===== src/rtl/switch_allocator.sv =====
// switch_allocator: four wormhole round-robin arbiters, one per crossbar output.
// Each output locks to the winning input from head flit to tail flit and drives
// the crossbar select/enable. Per-input grants pop the input FIFOs.
// Optional feature macro ALLOC_TIMEOUT_EN: per-output stall counter that forces
// a lock release after TIMEOUT stalled cycles and pulses err_timeout.
module switch_allocator #(
  parameter int unsigned NPORT = 4
`ifdef ALLOC_TIMEOUT_EN
  ,
  parameter int unsigned TIMEOUT = 255
`endif
) (
  input  logic       clk,
  input  logic       rst,
  input  logic       req_A,
  input  logic       req_B,
  input  logic       req_C,
  input  logic       req_D,
  input  logic [1:0] dest_A,
  input  logic [1:0] dest_B,
  input  logic [1:0] dest_C,
  input  logic [1:0] dest_D,
  input  logic       tail_A,
  input  logic       tail_B,
  input  logic       tail_C,
  input  logic       tail_D,
  input  logic       rdy_A,
  input  logic       rdy_B,
  input  logic       rdy_C,
  input  logic       rdy_D,
  output logic       gnt_A,
  output logic       gnt_B,
  output logic       gnt_C,
  output logic       gnt_D,
  output logic [1:0] sel_A,
  output logic [1:0] sel_B,
  output logic [1:0] sel_C,
  output logic [1:0] sel_D,
  output logic       en_A,
  output logic       en_B,
  output logic       en_C,
  output logic       en_D
`ifdef ALLOC_TIMEOUT_EN
  ,
  output logic       err_timeout
`endif
);

  logic [NPORT-1:0] req, tail, rdy;
  logic [1:0]       dest [NPORT];

  // Per-output arbitration state.
  logic [NPORT-1:0] lock_q;
  logic [1:0]       owner_q [NPORT];
  logic [1:0]       ptr_q   [NPORT];

  logic [NPORT-1:0] xfer;
  logic [NPORT-1:0] gnt;
  logic [NPORT-1:0] any_cand;
  logic [1:0]       winner [NPORT];

  assign req  = {req_D, req_C, req_B, req_A};
  assign tail = {tail_D, tail_C, tail_B, tail_A};
  assign rdy  = {rdy_D, rdy_C, rdy_B, rdy_A};
  assign dest[0] = dest_A;
  assign dest[1] = dest_B;
  assign dest[2] = dest_C;
  assign dest[3] = dest_D;

  // Transfer on a locked output only while its owner still targets it and downstream is ready.
  always_comb begin
    for (int o = 0; o < NPORT; o++) begin
      xfer[o] = lock_q[o] & req[owner_q[o]] & (dest[owner_q[o]] == 2'(o)) & rdy[o] & ~rst;
    end
  end

  // Grant an input when any output it owns moves a flit.
  always_comb begin
    gnt = '0;
    for (int i = 0; i < NPORT; i++) begin
      for (int o = 0; o < NPORT; o++) begin
        if (xfer[o] && (owner_q[o] == 2'(i))) gnt[i] = 1'b1;
      end
    end
  end

  // Round-robin pick: first requester for this output at or after ptr.
  always_comb begin
    for (int o = 0; o < NPORT; o++) begin
      logic       found;
      logic [1:0] idx;
      found     = 1'b0;
      idx       = '0;
      winner[o] = '0;
      any_cand[o] = 1'b0;
      for (int k = 0; k < NPORT; k++) begin
        idx = ptr_q[o] + 2'(k);
        if (!found && req[idx] && (dest[idx] == 2'(o))) begin
          found     = 1'b1;
          winner[o] = idx;
        end
      end
      any_cand[o] = found;
    end
  end

`ifdef ALLOC_TIMEOUT_EN
  localparam logic [7:0] TimeoutLast = 8'(TIMEOUT - 1);

  logic [7:0]       stall_q [NPORT];
  logic [NPORT-1:0] to_fire;
  logic             err_q;

  // A locked output that has stalled TIMEOUT cycles is released at this edge.
  always_comb begin
    for (int o = 0; o < NPORT; o++) begin
      to_fire[o] = lock_q[o] & ~xfer[o] & (stall_q[o] == TimeoutLast);
    end
  end

  // Stall counters and the registered timeout pulse.
  always_ff @(posedge clk) begin
    if (rst) begin
      err_q <= 1'b0;
      for (int o = 0; o < NPORT; o++) stall_q[o] <= '0;
    end else begin
      err_q <= |to_fire;
      for (int o = 0; o < NPORT; o++) begin
        if (!lock_q[o] || xfer[o] || to_fire[o]) stall_q[o] <= '0;
        else                                     stall_q[o] <= stall_q[o] + 8'd1;
      end
    end
  end

  assign err_timeout = err_q;
`endif

  // Lock on arbitration win, release on tail transfer (or timeout); ptr moves only on release.
  always_ff @(posedge clk) begin
    if (rst) begin
      lock_q <= '0;
      for (int o = 0; o < NPORT; o++) begin
        owner_q[o] <= '0;
        ptr_q[o]   <= '0;
      end
    end else begin
      for (int o = 0; o < NPORT; o++) begin
        if (!lock_q[o]) begin
          if (any_cand[o]) begin
            lock_q[o]  <= 1'b1;
            owner_q[o] <= winner[o];
          end
        end else if (xfer[o] && tail[owner_q[o]]) begin
          lock_q[o] <= 1'b0;
          ptr_q[o]  <= owner_q[o] + 2'd1;
        end
`ifdef ALLOC_TIMEOUT_EN
        else if (to_fire[o]) begin
          lock_q[o] <= 1'b0;
          ptr_q[o]  <= owner_q[o] + 2'd1;
        end
`endif
      end
    end
  end

  assign {gnt_D, gnt_C, gnt_B, gnt_A} = gnt;
  assign {en_D, en_C, en_B, en_A}     = xfer;

  // Select follows the owner register, forced to zero while reset is asserted.
  assign sel_A = rst ? 2'b00 : owner_q[0];
  assign sel_B = rst ? 2'b00 : owner_q[1];
  assign sel_C = rst ? 2'b00 : owner_q[2];
  assign sel_D = rst ? 2'b00 : owner_q[3];

endmodule


===== config.mk =====
export PLATFORM = sky130hd
export DESIGN_NAME = switch_allocator
export DESIGN_NICKNAME = d
export VERILOG_FILES = /design/src/rtl/switch_allocator.sv
export SDC_FILE = /design/constraint.sdc
export NUM_CORES = 1
export LEC_CHECK = 0
export BUFFER_PORTS_ARGS = -buffer_cell sky130_fd_sc_hd__buf_2
export CAP_MARGIN = 20
export CELL_PAD_IN_SITES_DETAIL_PLACEMENT = 0
export CELL_PAD_IN_SITES_GLOBAL_PLACEMENT = 1
export CORE_ASPECT_RATIO = 1.5
export CORE_MARGIN = 1
export CORE_UTILIZATION = 42
export CTS_CLUSTER_DIAMETER = 30
export CTS_CLUSTER_SIZE = 10
export DETAILED_ROUTE_END_ITERATION = 8
export GPL_ROUTABILITY_DRIVEN = 1
export PLACE_DENSITY = 0.87
export RECOVER_POWER = 100
export SYNTH_ARGS = -nofsm -noshare
export SYNTH_HDL_FRONTEND = slang
export SYNTH_SLANG_ARGS = --single-unit

===== constraint.sdc =====
create_clock -name clk -period 2.7 [get_ports clk]
set_clock_uncertainty 0.2 [all_clocks]
set_input_delay 0.54 -clock clk [delete_from_list [all_inputs] [get_ports clk]]
set_output_delay 0.54 -clock clk [all_outputs]
set_load 0.02 [all_outputs]

Word-level counts from Yosys, hierarchy flattened. Memories as Yosys holds them, arrays and structs flattened. Index checks and enable logic that the tools add are counted.

Add/subtract/negate cells: 16. $lt $le $gt $ge: 40. Equality and inequality tests: 27. Mux-type cells: 210. Bitwise operators: 45. Reduce and logical (&&, ||, !) cells: 69.

Operators with widths (count): $mux W2 (68); $mux W1 (98); $bmux W2 S2 (20); $ge A3 B3 Y1 const B (20); $lt A2 B3 Y1 const B (20); $not A2 Y3 (20); $bmux W1 S2 (24); $logic_and A1 B1 Y1 (48); $eq A2 B2 Y1 const B (18); $eq A2 B1 Y1 const B (9); $logic_not A2 Y1 (9); $add A2 B1 Y2 const B (8); $add A2 B2 Y2 const B (8); $and A1 B1 Y1 (16); $logic_not A1 Y1 (12); $or A1 B1 Y1 (8); $not A1 Y1 (1).

Bits in registers: 4. Bits in writable memories: 16. Input port bits: 22. Output and inout bits: 16. Word-level logic and storage cells: 410. Memories: 2.

Memories: owner_q (depth 4, bits a word 2, rd ports 4, clocked after Yosys merged registers in 0, write ports 4, RTL line 54) `logic [1:0] owner_q [NPORT];`; ptr_q (depth 4, bits a word 2, rd ports 4, clocked after Yosys merged registers in 0, write ports 4, RTL line 55) `logic [1:0] ptr_q [NPORT];`.

Longest topological paths before layout.
Depth after elaboration: 24. Mapped depth: 7. Depth with buffers taken out: 5.

Least setup slack after synthesis. No wires, ideal clock.

Kind: input to output. Start point: input dest_C[0]. End point: output gnt_B. Arrival: 2.061 ns. Data required time: 1.960 ns. Slack: -0.101 ns. Stages: 6. Path buffers: 1. Path through: buf_2 nand3b_4 mux4_2 nor3_4 a222oi_1 nand2_1.

Elaborated cells on any way between the ends: 36. Those cells by class: eq/ne: 3; mux: 16; bitwise: 12; reduce/logical: 5.

RTL lines: start: declaration (RTL line 21) `input logic [1:0] dest_C,`; $bmux W2 S2 (RTL line 73) `xfer[o] = lock_q[o] & req[owner_q[o]] & (dest[owner_q[o]] == 2'(o)) & rdy[o] & ~rst;`; $mux W2 (not written as such) (2 in a row) (RTL line 73); $eq A2 B2 Y1 (RTL line 73); $and A1 B1 Y1 (3 in a row) (RTL line 73); net en_C (RTL line 41) `output logic en_C,`; $logic_and A1 B1 Y1 (RTL line 82) `if (xfer[o] && (owner_q[o] == 2'(i))) gnt[i] = 1'b1;`; $mux W1 (2 in a row) (RTL line 82); end: declaration (RTL line 32) `output logic gnt_B,`.

The timed path passes the listed nets, and every way through them passes these cells. The select of a mux whose other input is x is not followed.

Final worst setup path.
Start point: input req_B. End point: output gnt_B.

Cells in the longest elaborated chain, start to end: 11. Elaborated cells on any way between the ends: 32. Those cells by class: mux: 12; bitwise: 16; reduce/logical: 4.

Ends and longest elaborated chain: start: declaration (RTL line 16) `input logic req_B,`; $bmux W1 S2 (RTL line 73); $mux W1 (not written as such) (RTL line 73); $and A1 B1 Y1 (4 in a row) (RTL line 73); $logic_and A1 B1 Y1 (RTL line 82); $mux W1 (3 in a row) (RTL line 82); $mux W1 * (RTL line 82).

Mark *: on every way between the ends. The rest lies on a longest branch, timed or not. The select of a mux whose other input is x is not followed.

==> metrics.md <==
| Metric | Value |
|---|---|
| Crit path buf inv count | 2 |
| Wire per inst | 16.1 um |
| Core box area | 4540 um2 |
| CTS HTree Levels | 1 |
| Crit path max fanout | 4 |
| Num CTS Buffers | 3 |
| First-pass GRT wire length | 9.15 mm |
| Clk_lat worst skew | 260 ps |
| CTS root buf | clkbuf_8 |
| Synth Cell Area | 2000 um2 |
| Dpl cells | 349 |
| Total grt overflow | 0 |
| HPWL Detailed | 4.57 mm |
| Number of synthesized register bits | 20 |
| Layout Cells excl Fill | 357 |
| Row cnt | 30 |
| Antenna diodes | 0 |
| Setup tns final | -495 ps |
| Post-synth top cells | 20 x nor2_1, 17 x nand2_1, 16 x ha_1 |
| Vias in the first global route | 1921 |
| Count leader, synth | nor2_1 |
| Final Critical Period | 2830 ps |
| I/O pin cnt | 38 |
| Synthesized net count | 256 |
| Max Cap Viol | 0 |
| Outcome | finished, violations left |
| Post-Synthesis Cells | 218 |
| Bufs on Longest Clock Path | 2 |
| RSZ-0062 raised after global routing | yes |
| Die Y | 86.5 um |
| GP Congestion | 0.894 |
| DR vias/cell | 5.73 |
| Setup violators final | 4 |
| Die Wd | 58.3 um |
| Rel. slew slack | 75.0% |
| Post-synth ARST share | 0% |
| Period utilisation layout | 105% |
| Top_reg_cell synth | edfxtp_1 |
| Port bufs | 37 |
| Share of cells above drive strength 1 | 37.2% |
| Routed Antenna Nets | 0 |
| Crit. End Element | output port |
| CTS sink cnt | 20 |
| GRT Overall Usage | 24.0% |
| Vias | 2047 |
| CP required | 1960 ps |
| Leakage power | 0.00125 uW |
| Synth Warn # | 0 |
| Initial Utilization | 44.0% |
| Pwr dens | 301 nW/um2 |
| Hold_buf cts | 0 |
| Fin. Hold Viols | 0 |
| Die ar. | 5040 um2 |
| Max stage delay on crit path | 470 ps |
| Clock transition at path regs | 80 ps |
| CTS tree | built |
| Worst Setup Start Kind | primary input |
| Critical Path AT | 2090 ps |
| Largest net degree at the start of global routing | 12 |
| Critical path type | primary input to output port |
| Post-synth EDFFs | 10 |
| Final wirelength | 5.75 mm |
| Slowest cell on the critical path | mux4_2 |
| Nets | 332 |
| Failing checks | negative setup slack |
| Hold WC Path Type | flop to flop |
| Synth area leader | edfxtp_1 |
| Peak Freq | 0.353 GHz |
| Final Slew Violations | 0 |
| Remaining DRCs | 0 |
| Syn-to-layout area delta | 35.6% |
| Yosys cell types | 53 |
| Slew @ Worst Pin | 370 ps |
| Drt pass-1 iters | 4 |
| Final setup margin | -132 ps |
| Cell family with most CP delay | simple AND/OR/NAND/NOR gates |
| Syn avg cell area | 9.16 um2 |
| Seq/Total Area, Yosys | 25.1% |
| Initial DRC count | 105 |
| Synth top area share | 15.0% |
| Critical Path, Cell by Cell | buf_2 -> nor3b_1 -> mux4_2 -> and4_4 -> a222oi_1 -> nand2_1 -> buf_6 |
| Antenna violations before repair | 0 |
| Worst VDD drop | 0.000268 V |
| Top post-synthesis cells by area | edfxtp_1 15%, mux4_2 10%, dfxtp_1 10%, ha_1 10%, nor2_1 3.8% |
## flip-flops by register name (all words and copies together) (netlist names)
register	count
ptr_q	8
lock_q	4
owner_q	8
## final timing paths
path                                       startpoint                   endpoint  slack [ps]  depth (start not counted)
worst min-delay path             lock_q[2]$_SDFF_PP0_       lock_q[2]$_SDFF_PP0_         330                          2
worst max register to register  owner_q[2][1]$_DFF_P_  ptr_q[2][0]$_SDFFCE_PN0P_         420                          7
worst max-delay path                            req_B                      gnt_B        -130                          7
worst min register to register   lock_q[2]$_SDFF_PP0_       lock_q[2]$_SDFF_PP0_         330                          2
## layer usage
metal  vias to the layer above  part of all wire (%)  global-route usage [%]  wire (um)
met5                         -                     0                       0          0
met4                         0                   2.3                    9.31        134
met3                        10                   3.8                    1.49        218
met2                        65                    53                    41.5       3040
met1                       985                    41                    30.8       2360
li1                        987                     -                       -          -
## tightest hold or removal path, delay by kind of cell, from the launching register on
family / cells / cell delay (ps)
and+or+nand+nor: 2 / 160
DFF: 1 / 330
## report_power, final
| part | internal, uW | leakage [uW] | switching, uW |
|---|---|---|---|
| Combinational | 126 | 0.00104 | 133 |
| Sequential | 337 | 0.000186 | 18.5 |
| Clock | 105 | 0.0000228 | 97.6 |
## through the flow
stage / util, % / cell area (um2) / setup WS (ps) / power [uW] / hold WS, ps
after floorplan: - / 2010 / -65.8 / 495 / 276
after global placement: 55.4 / 2520 / -183 / 598 / 309
after detailed placement: 55.4 / 2520 / -171 / 601 / 315
after CTS: 59.3 / 2700 / -104 / 815 / 330
after global routing: 59.6 / 2710 / -233 / 865 / 378
final: 59.6 / 2710 / -132 / 816 / 327
## kinds of logic after synthesis
family          count (synthesis)  synth area share [%]
mux                            11                  11.2
fa+ha+maj                      16                  10.0
simple gates                  104                  31.0
buf+inv                        19                  4.51
flops                          20                  25.1
compound gates                 48                  18.2
## area by class of cell
| type | instances | area [um2] |
|---|---|---|
| tap | 64 | 80.1 |
| sequential | 20 | 500 |
| inverter | 11 | 41.3 |
| fill | 411 | 1830 |
| timing repair buffer | 79 | 587 |
| multi-input combinational | 179 | 1450 |
| clock buffer | 4 | 45.0 |
## repair_timing
item	in CTS	in global routing
resized for setup	27	5
buffers inserted	4	1
endpoints found under the setup margin	6	6
pin swaps	11	5
## placed cells by master (no fill, tap or decap), drive strengths merged, types with 7 or more instances in the layout
master and count:
nand2 17, edfxtp 10, nor3 7, dfxtp 10
and3 10, inv 11, o21ai 9, mux4 9
nor2 20, ha 16, buf 78, nand3 10
nand3b 7
Note: power is estimated with default switching activity, not from simulation.
